File: src/rtl/agree_pkg.sv
// Shared types, sizes and the saturating-add helper for the winner agreement monitor.
package agree_pkg;

  typedef enum logic [1:0] {IDLE, RUN, DRAIN, DONE} state_e;

  localparam int N_TOK  = 4;  // number of distinct winner indices
  localparam int IDX_W  = 2;  // width of a winner index
  localparam int CELL_W = 4;  // width of a confusion cell index {sm, pst}

  // Adds amt to val, clamping at max_v. Returns {clamped, result}.
  // The clamped bit is set only when the true sum would exceed max_v.
  function automatic logic [32:0] sat_inc(input logic [31:0] val,
                                          input logic [31:0] amt,
                                          input logic [31:0] max_v);
    logic [32:0] sum;
    sum = {1'b0, val} + {1'b0, amt};
    if (sum > {1'b0, max_v}) return {1'b1, max_v};
    return {1'b0, sum[31:0]};
  endfunction

endpackage

File: src/rtl/agree_sync_fifo.sv
// Small synchronous FIFO of winner indices with flush. The head entry is
// presented combinationally so it can be compared in the cycle it is popped.
// A push while full is accepted only when a pop happens in the same cycle.
module agree_sync_fifo
  import agree_pkg::*;
#(
  parameter int DEPTH = 8
) (
  input  logic                     clk,
  input  logic                     rst,
  input  logic                     flush,
  input  logic                     push,
  input  logic [IDX_W-1:0]         din,
  input  logic                     pop,
  output logic [IDX_W-1:0]         dout,
  output logic                     full,
  output logic                     empty,
  output logic [$clog2(DEPTH):0]   count
);

  localparam int AW = $clog2(DEPTH);

  logic [IDX_W-1:0] mem_q [DEPTH];
  logic [AW-1:0]    wr_q, rd_q;
  logic [AW:0]      cnt_q;
  logic             do_push, do_pop;

  assign empty   = (cnt_q == '0);
  assign full    = (cnt_q == (AW+1)'(DEPTH));
  assign count   = cnt_q;
  assign dout    = mem_q[rd_q];
  assign do_pop  = pop && !empty;
  assign do_push = push && (!full || do_pop);

  // Pointer and occupancy bookkeeping; flush empties the FIFO like a reset.
  always_ff @(posedge clk) begin
    if (rst || flush) begin
      wr_q  <= '0;
      rd_q  <= '0;
      cnt_q <= '0;
    end else begin
      if (do_push) wr_q <= wr_q + AW'(1);
      if (do_pop)  rd_q <= rd_q + AW'(1);
      cnt_q <= cnt_q + {{AW{1'b0}}, do_push} - {{AW{1'b0}}, do_pop};
    end
  end

  // Storage write; contents need no reset because occupancy gates every read.
  always_ff @(posedge clk) begin
    if (do_push) mem_q[wr_q] <= din;
  end

endmodule

File: src/rtl/winner_agreement_monitor.sv
// Aligns softmax and PST winner streams through two FIFOs, compares them
// pairwise and accumulates saturating agreement statistics.
// Optional macro AGREE_CONFUSION_EN adds a 4x4 confusion matrix readable
// through rd_idx/rd_data; without it rd_data stays 0.
module winner_agreement_monitor
  import agree_pkg::*;
#(
  parameter int DEPTH = 8,
  parameter int CNT_W = 16
) (
  input  logic              clk,
  input  logic              rst,
  input  logic              start,
  input  logic              stop,
  input  logic              clear,
  input  logic              sm_valid,
  input  logic [IDX_W-1:0]  sm_winner,
  input  logic              pst_valid,
  input  logic [IDX_W-1:0]  pst_winner,
  output logic              pair_valid,
  output logic              pair_match,
  output logic [CNT_W-1:0]  total_cnt,
  output logic [CNT_W-1:0]  match_cnt,
  output logic [CNT_W-1:0]  unpaired_cnt,
  output logic              ovf_sm,
  output logic              ovf_pst,
  output logic              sat,
  output logic              busy,
  output logic              done,
  input  logic [CELL_W-1:0] rd_idx,
  output logic [CNT_W-1:0]  rd_data
);

  localparam int AW = $clog2(DEPTH);
  localparam logic [CNT_W-1:0] CNT_MAX = '1;

  state_e           state_q, state_d;
  logic [CNT_W-1:0] total_q, total_d, match_q, match_d, unpaired_q, unpaired_d;
  logic [CNT_W-1:0] rd_data_q, rd_data_d, rd_sel;
  logic             ovf_sm_q, ovf_sm_d, ovf_pst_q, ovf_pst_d, sat_q, sat_d;
  logic             pair_valid_q, pair_valid_d, pair_match_q, pair_match_d;

  logic             sm_full, sm_empty, pst_full, pst_empty;
  logic [AW:0]      sm_count, pst_count;
  logic [IDX_W-1:0] sm_head, pst_head;
  logic             active, sm_push, pst_push, pair_go, pair_eq, drain_end, flush;
  logic             cell_sat;
  logic [32:0]      tot_inc, mat_inc, unp_inc;

  // Clear wins over every other input in its cycle, so all actions are gated by it.
  assign active    = (state_q == RUN) || (state_q == DRAIN);
  assign sm_push   = (state_q == RUN) && sm_valid && !clear;
  assign pst_push  = (state_q == RUN) && pst_valid && !clear;
  assign pair_go   = active && !sm_empty && !pst_empty && !clear;
  assign pair_eq   = (sm_head == pst_head);
  assign drain_end = (state_q == DRAIN) && (sm_empty || pst_empty);
  assign flush     = clear || drain_end;

  assign tot_inc = sat_inc(32'(total_q), 32'd1, 32'(CNT_MAX));
  assign mat_inc = sat_inc(32'(match_q), 32'd1, 32'(CNT_MAX));
  // At most one FIFO is non-empty when draining ends, so the sum is its leftover.
  assign unp_inc = sat_inc(32'(unpaired_q), 32'(sm_count) + 32'(pst_count), 32'(CNT_MAX));

  agree_sync_fifo #(.DEPTH(DEPTH)) u_sm_fifo (
    .clk(clk), .rst(rst), .flush(flush), .push(sm_push), .din(sm_winner),
    .pop(pair_go), .dout(sm_head), .full(sm_full), .empty(sm_empty), .count(sm_count)
  );

  agree_sync_fifo #(.DEPTH(DEPTH)) u_pst_fifo (
    .clk(clk), .rst(rst), .flush(flush), .push(pst_push), .din(pst_winner),
    .pop(pair_go), .dout(pst_head), .full(pst_full), .empty(pst_empty), .count(pst_count)
  );

`ifdef AGREE_CONFUSION_EN
  logic [CNT_W-1:0]       cell_q [N_TOK*N_TOK];
  logic [N_TOK*N_TOK-1:0] cell_clamp;
  logic [CELL_W-1:0]      pair_idx;

  assign pair_idx = {sm_head, pst_head};

  for (genvar gi = 0; gi < N_TOK*N_TOK; gi++) begin : g_cell
    logic        hit;
    logic [32:0] cell_inc;
    assign hit            = pair_go && (pair_idx == CELL_W'(gi));
    assign cell_inc       = sat_inc(32'(cell_q[gi]), 32'd1, 32'(CNT_MAX));
    assign cell_clamp[gi] = hit && cell_inc[32];
    // One saturating counter per {sm, pst} combination.
    always_ff @(posedge clk) begin
      if (rst || clear) cell_q[gi] <= '0;
      else if (hit)     cell_q[gi] <= cell_inc[CNT_W-1:0];
    end
  end

  assign cell_sat = |cell_clamp;
  assign rd_sel   = cell_q[rd_idx];
`else
  logic unused_rd_idx;
  assign unused_rd_idx = ^rd_idx;
  assign cell_sat      = 1'b0;
  assign rd_sel        = '0;
`endif

  // Next-state, statistics and flag updates; clear overrides everything last.
  always_comb begin
    state_d      = state_q;
    total_d      = total_q;
    match_d      = match_q;
    unpaired_d   = unpaired_q;
    ovf_sm_d     = ovf_sm_q;
    ovf_pst_d    = ovf_pst_q;
    sat_d        = sat_q | cell_sat;
    pair_valid_d = pair_go;
    pair_match_d = pair_go && pair_eq;
    rd_data_d    = rd_sel;

    if (pair_go) begin
      total_d = tot_inc[CNT_W-1:0];
      if (tot_inc[32]) sat_d = 1'b1;
      if (pair_eq) begin
        match_d = mat_inc[CNT_W-1:0];
        if (mat_inc[32]) sat_d = 1'b1;
      end
    end
    // A push into a full FIFO survives only if a pop frees a slot that cycle.
    if (sm_push && sm_full && !pair_go)   ovf_sm_d  = 1'b1;
    if (pst_push && pst_full && !pair_go) ovf_pst_d = 1'b1;
    if (drain_end) begin
      unpaired_d = unp_inc[CNT_W-1:0];
      if (unp_inc[32]) sat_d = 1'b1;
    end

    case (state_q)
      IDLE:    if (start)     state_d = RUN;
      RUN:     if (stop)      state_d = DRAIN;
      DRAIN:   if (drain_end) state_d = DONE;
      DONE:    if (start)     state_d = RUN;
      default:                state_d = IDLE;
    endcase

    if (clear) begin
      state_d      = IDLE;
      total_d      = '0;
      match_d      = '0;
      unpaired_d   = '0;
      ovf_sm_d     = 1'b0;
      ovf_pst_d    = 1'b0;
      sat_d        = 1'b0;
      pair_valid_d = 1'b0;
      pair_match_d = 1'b0;
      rd_data_d    = '0;
    end
  end

  // State and statistics registers.
  always_ff @(posedge clk) begin
    if (rst) begin
      state_q      <= IDLE;
      total_q      <= '0;
      match_q      <= '0;
      unpaired_q   <= '0;
      ovf_sm_q     <= 1'b0;
      ovf_pst_q    <= 1'b0;
      sat_q        <= 1'b0;
      pair_valid_q <= 1'b0;
      pair_match_q <= 1'b0;
      rd_data_q    <= '0;
    end else begin
      state_q      <= state_d;
      total_q      <= total_d;
      match_q      <= match_d;
      unpaired_q   <= unpaired_d;
      ovf_sm_q     <= ovf_sm_d;
      ovf_pst_q    <= ovf_pst_d;
      sat_q        <= sat_d;
      pair_valid_q <= pair_valid_d;
      pair_match_q <= pair_match_d;
      rd_data_q    <= rd_data_d;
    end
  end

  assign pair_valid   = pair_valid_q;
  assign pair_match   = pair_match_q;
  assign total_cnt    = total_q;
  assign match_cnt    = match_q;
  assign unpaired_cnt = unpaired_q;
  assign ovf_sm       = ovf_sm_q;
  assign ovf_pst      = ovf_pst_q;
  assign sat          = sat_q;
  assign busy         = (state_q == RUN) || (state_q == DRAIN);
  assign done         = (state_q == DONE);
  assign rd_data      = rd_data_q;

endmodule

File: config.mk
export PLATFORM = sky130hd
export DESIGN_NAME = winner_agreement_monitor
export DESIGN_NICKNAME = d
export VERILOG_FILES = /design/src/rtl/agree_pkg.sv /design/src/rtl/agree_sync_fifo.sv /design/src/rtl/winner_agreement_monitor.sv
export SDC_FILE = /design/constraint.sdc
export NUM_CORES = 1
export LEC_CHECK = 0
export ABC_AREA = 1
export BUFFER_PORTS_ARGS = -buffer_cell sky130_fd_sc_hd__buf_4
export CAP_MARGIN = 10
export CORE_MARGIN = 1
export CORE_UTILIZATION = 63
export DETAILED_ROUTE_END_ITERATION = 12
export PLACE_DENSITY = 0.93
export SLEW_MARGIN = 20
export SYNTH_ARGS = -nofsm -noshare
export SYNTH_HDL_FRONTEND = slang
export SYNTH_SLANG_ARGS = --single-unit
export TNS_END_PERCENT = 100
File: constraint.sdc
create_clock -name clk -period 4.5 [get_ports clk]
set_input_delay 0.225 -clock clk [delete_from_list [all_inputs] [get_ports clk]]
set_output_delay 0.225 -clock clk [all_outputs]
set_load 0.02 [all_outputs]
==> impl_summary.txt <==
----------------------------------------------------
[Timing]
  Highest clock rate ... 309.9 MHz
  Ratio of final minimum period to clock period ... 0.7172
  Count of final max-slew check failures ... 0
  Slew HR ... 0.3601
  Unrepaired setup endpoints after global routing ... no
  Sum of negative setup slack ... 0 ns
  Largest clock skew in the final design ... 0.008236 ns
  Clock period minus worst slack ... 3.227 ns
  Transition at the pin with the smallest max-transition slack ... 0.9588 ns
  Finish-stage setup viols ... 0
  Final-report hold violation count ... 0

[Pwr]
  Clock group share of total power ... 0.540
  Sw Share ... 0.2160
  Leak ... 3.352 nW
  Power share of the sequential group ... 0.433
  Switching power ... 0.5240 mW
  Internal Pwr Total ... 1.902 mW
  Worst supply voltage drop on vdd ... 0.0002555 V
  Final total power ... 2.426 mW
  Proportion of power drawn by combinational gates ... 0.028
  Power Density ... 317.1 mW/mm^2

[Clock network]
  Clock transition at the registers of the reported paths ... 0.06 ns
  CTS max path bufs ... 2
  Clk sink count ... 113
  Latest clock arrival within the worst-skew pair ... 0.52 ns
  Post-CTS Repair Setup Buffers ... 0
  Clk Tree Root Cell ... clkbuf_8
  Number of H-tree levels ... 4
  CTS tree ... done
  Number of buffers created by CTS ... 17

[Setup path]
  Critical path startpoint category ... register
  Crit path buf inv count ... 5
  Setup crit end kind ... register
  Worst Path Max Fanout ... 32
  Crit path arrival time ... 3.62 ns
  Critical path's top delay family ... buffers and inverters
  CP Cell Sequence ... inv_1, ha_1, a22o_1, nor3_2, buf_4, inv_2, nand2_1, nand2_1, inv_1, ha_1, inv_1, fa_1, xor2_1, nor2_1
  Worst Path Class, Setup ... reg -> reg
  Critical path data required time ... 4.89 ns
  Slowest stage cell on the critical path ... dfxtp_1
  Largest stage delay on the critical path ... 0.39 ns
  Most used cell along the critical path ... inv_1

[Die]
  Horizontal die dimension ... 103.9 um
  Die boundary height ... 103.9 um
  Number of top-level pins ... 86
  Initial core utilization ... 0.6602
  Total number of placement rows ... 36
  Core region area ... 0.009910 mm^2
  DIE AREA ... 0.01080 mm^2

[Place]
  Total cell area at the placement stage ... 0.007043 mm^2
  Final RePlAce weighted congestion ... 0.9375
  Detail Placement HPWL ... 10.51 mm
  Number of port buffers ... 65
  Number of cells in the design after placement ... 1041

[Synthesis]
  Yosys warning total ... 0
  Portion of synthesized cell area occupied by the leading cell type ... 0.2478
  Synth unique cells ... 47
  Number of enable flip-flop cells after synthesis ... 32
  Gate count of the mapped netlist ... 861
  Biggest area contributors in the synthesized netlist ... dfxtp_1 (25%), edfxtp_1 (15%), nand2_1 (9.6%)
  Per-instance average area after synthesis ... 7.599 um^2
  Number of flip-flops and latches in the synthesized netlist ... 113
  Async set-or-reset flop fraction in the synthesized netlist ... 0
  Cell accounting for the most synthesized area ... dfxtp_1
  Most instantiated flip-flop cell in the synthesis netlist ... dfxtp_1
  Proportion of synthesized chip area in sequential cells ... 0.3947
  Cell area after technology mapping ... 0.006543 mm^2

[Detailed routing]
  Detailed router's first-iteration violation count ... 708
  First-pass DRT Iterations ... 6
  Total wire length after detailed routing ... 17.27 mm
  Via count of the routed design ... 6249
  Post-route DRC violation count ... 0
  Final antenna-violating net count ... 0
  Per-cell routed wire length ... 16.03 um
  Via/cell ratio ... 5.802

[Finish]
  End-of-flow core utilization ... 0.7721
  Fill cell count ... 645
  Post-layout net count ... 980
  Number of standard cells in the layout, taps in and fillers out ... 1077
  Antenna cell count ... 0
  Commonest cells after routing, fill and taps aside ... nand2_1 (167), nor2_1 (132), inv_1 (110)
  Fraction of final layout cells sized beyond drive strength 1 ... 0.1589
  Area occupied by multi-input gates ... 0.003359 mm^2
  Register area ... 0.002582 mm^2
  Most frequent standard cell in the layout excluding fill and tap cells ... nand2_1
  Synth-to-layout area growth ... 16.94%
  Fin area ... 0.007651 mm^2

[Global route]
  Number of global-route vias before repair ... 6048
  Grt total ovfl ... 0
  Maximum number of pins on one net before global-route repair ... 33
  Total global routing track utilization ... 0.3325
  Global-route wire length before repair ... 28.71 mm
  Number of antenna violations at the first check in global routing ... 0

[Outcome]
  Status ... finished clean

[Flow run]
  Total of max-cap violations ... 0

[Worst hold path]
  Worst Hold Class ... in -> reg

----------------------------------------------------
[registers in the layout, summed over array words and instances, names as in the netlist, named ones only]
name and count:
match_cnt 16, ovf_pst 1, ovf_sm 1, pair_match 1
pair_valid 1, sat 1, state_q 2, total_cnt 16
u_pst_fifo.count 4, u_pst_fifo.mem_q 16, u_pst_fifo.rd_q 3, u_pst_fifo.wr_q 3
u_sm_fifo.count 4, u_sm_fifo.mem_q 16, u_sm_fifo.rd_q 3, u_sm_fifo.wr_q 3
unpaired_cnt 16
[final timing paths]
check,startpoint,to,slack [ns],cells after the start
worst max-delay path,u_pst_fifo.count[3],u_pst_fifo.count[2],1.27,14
worst min-delay path,sm_valid,ovf_sm,0.13,5
worst max register to register,u_pst_fifo.count[3],u_pst_fifo.count[2],1.27,14
worst min register to register,ovf_sm,ovf_sm,0.50,2
[cell type report]
type | count | share of cell area
clock buffers | 21 | 0.05609
clock inverters | 11 | 0.01815
inverters | 115 | 0.05642
multi-input cells | 613 | 0.4391
flip-flops and latches | 113 | 0.3375
well taps | 133 | 0.02175
repair buffers | 71 | 0.07097
[worst register-to-register path, delay by kind of cell, from the launching register on]
family	cells	cell delay, ns
flip-flops	1	0.39
XOR/XNOR	1	0.14
adder cells (fa/ha/maj)	3	0.81
buffers and inverters	5	0.95
AND/OR/NAND/NOR	4	0.48
AO/OA/AOI/OAI	1	0.31
[cells by family after synthesis]
| family | synth area share |
|---|---|
| buf+inv | 0.1008 |
| flops | 0.3947 |
| xor+xnor | 0.02639 |
| simple gates | 0.2926 |
| fa+ha+maj | 0.07305 |
| other cells | 0.0005732 |
| compound gates | 0.1119 |
[per-stage QoR]
step | hold WS [ns] | setup slack (ns)
3_5_place_dp | 0.4606 | 1.459
4_1_cts | 0.1244 | 1.366
6_report | 0.1311 | 1.273
2_1_floorplan | 0.3239 | 1.733
5_1_grt | 0.1591 | 1.052
3_3_place_gp | 0.4547 | 1.591
[power by group through the flow]
| stage | clock network (mW) | registers [mW] | logic (mW) |
|---|---|---|---|
| floorplan | 0 | 1.07 | 0.0481 |
| finish | 1.31 | 1.05 | 0.0670 |
| CTS | 1.31 | 1.05 | 0.0647 |
| global route | 1.35 | 1.05 | 0.0715 |
| global placement | 0 | 1.07 | 0.0571 |
| detailed placement | 0 | 1.07 | 0.0594 |
[timing repair]
item | 4_1_cts | 5_1_grt
hold buffers | 4 | 0
gates resized for setup | 0 | 0
endpoints found under the hold margin | 32 | 0
[Yosys cell counts, types with 4 or more instances]
cell      instances
nand2_1         167
nand2_4           4
nor3_1           15
buf_4            19
fa_1              7
xnor2_1           5
nand2_2          13
o21a_1            4
ha_1             27
dfxtp_1          81
edfxtp_1         32
a21oi_2           8
a31oi_1           6
buf_2             7
nand3_1          38
nor2_4            9
clkbuf_1          8
inv_1           110
inv_2             5
nor2_1          133
nand4_1          18
o21ai_0          55
xor2_1           11
a21oi_1          42
or2_2             5
[layer usage]
layer | track usage | wire [um]
met2 | 0.5714 | 8417
met4 | 0.1704 | 714
met3 | 0.07644 | 1436
met1 | 0.3874 | 6698
met5 | 0 | 0
(Power assumes the default switching activity.)
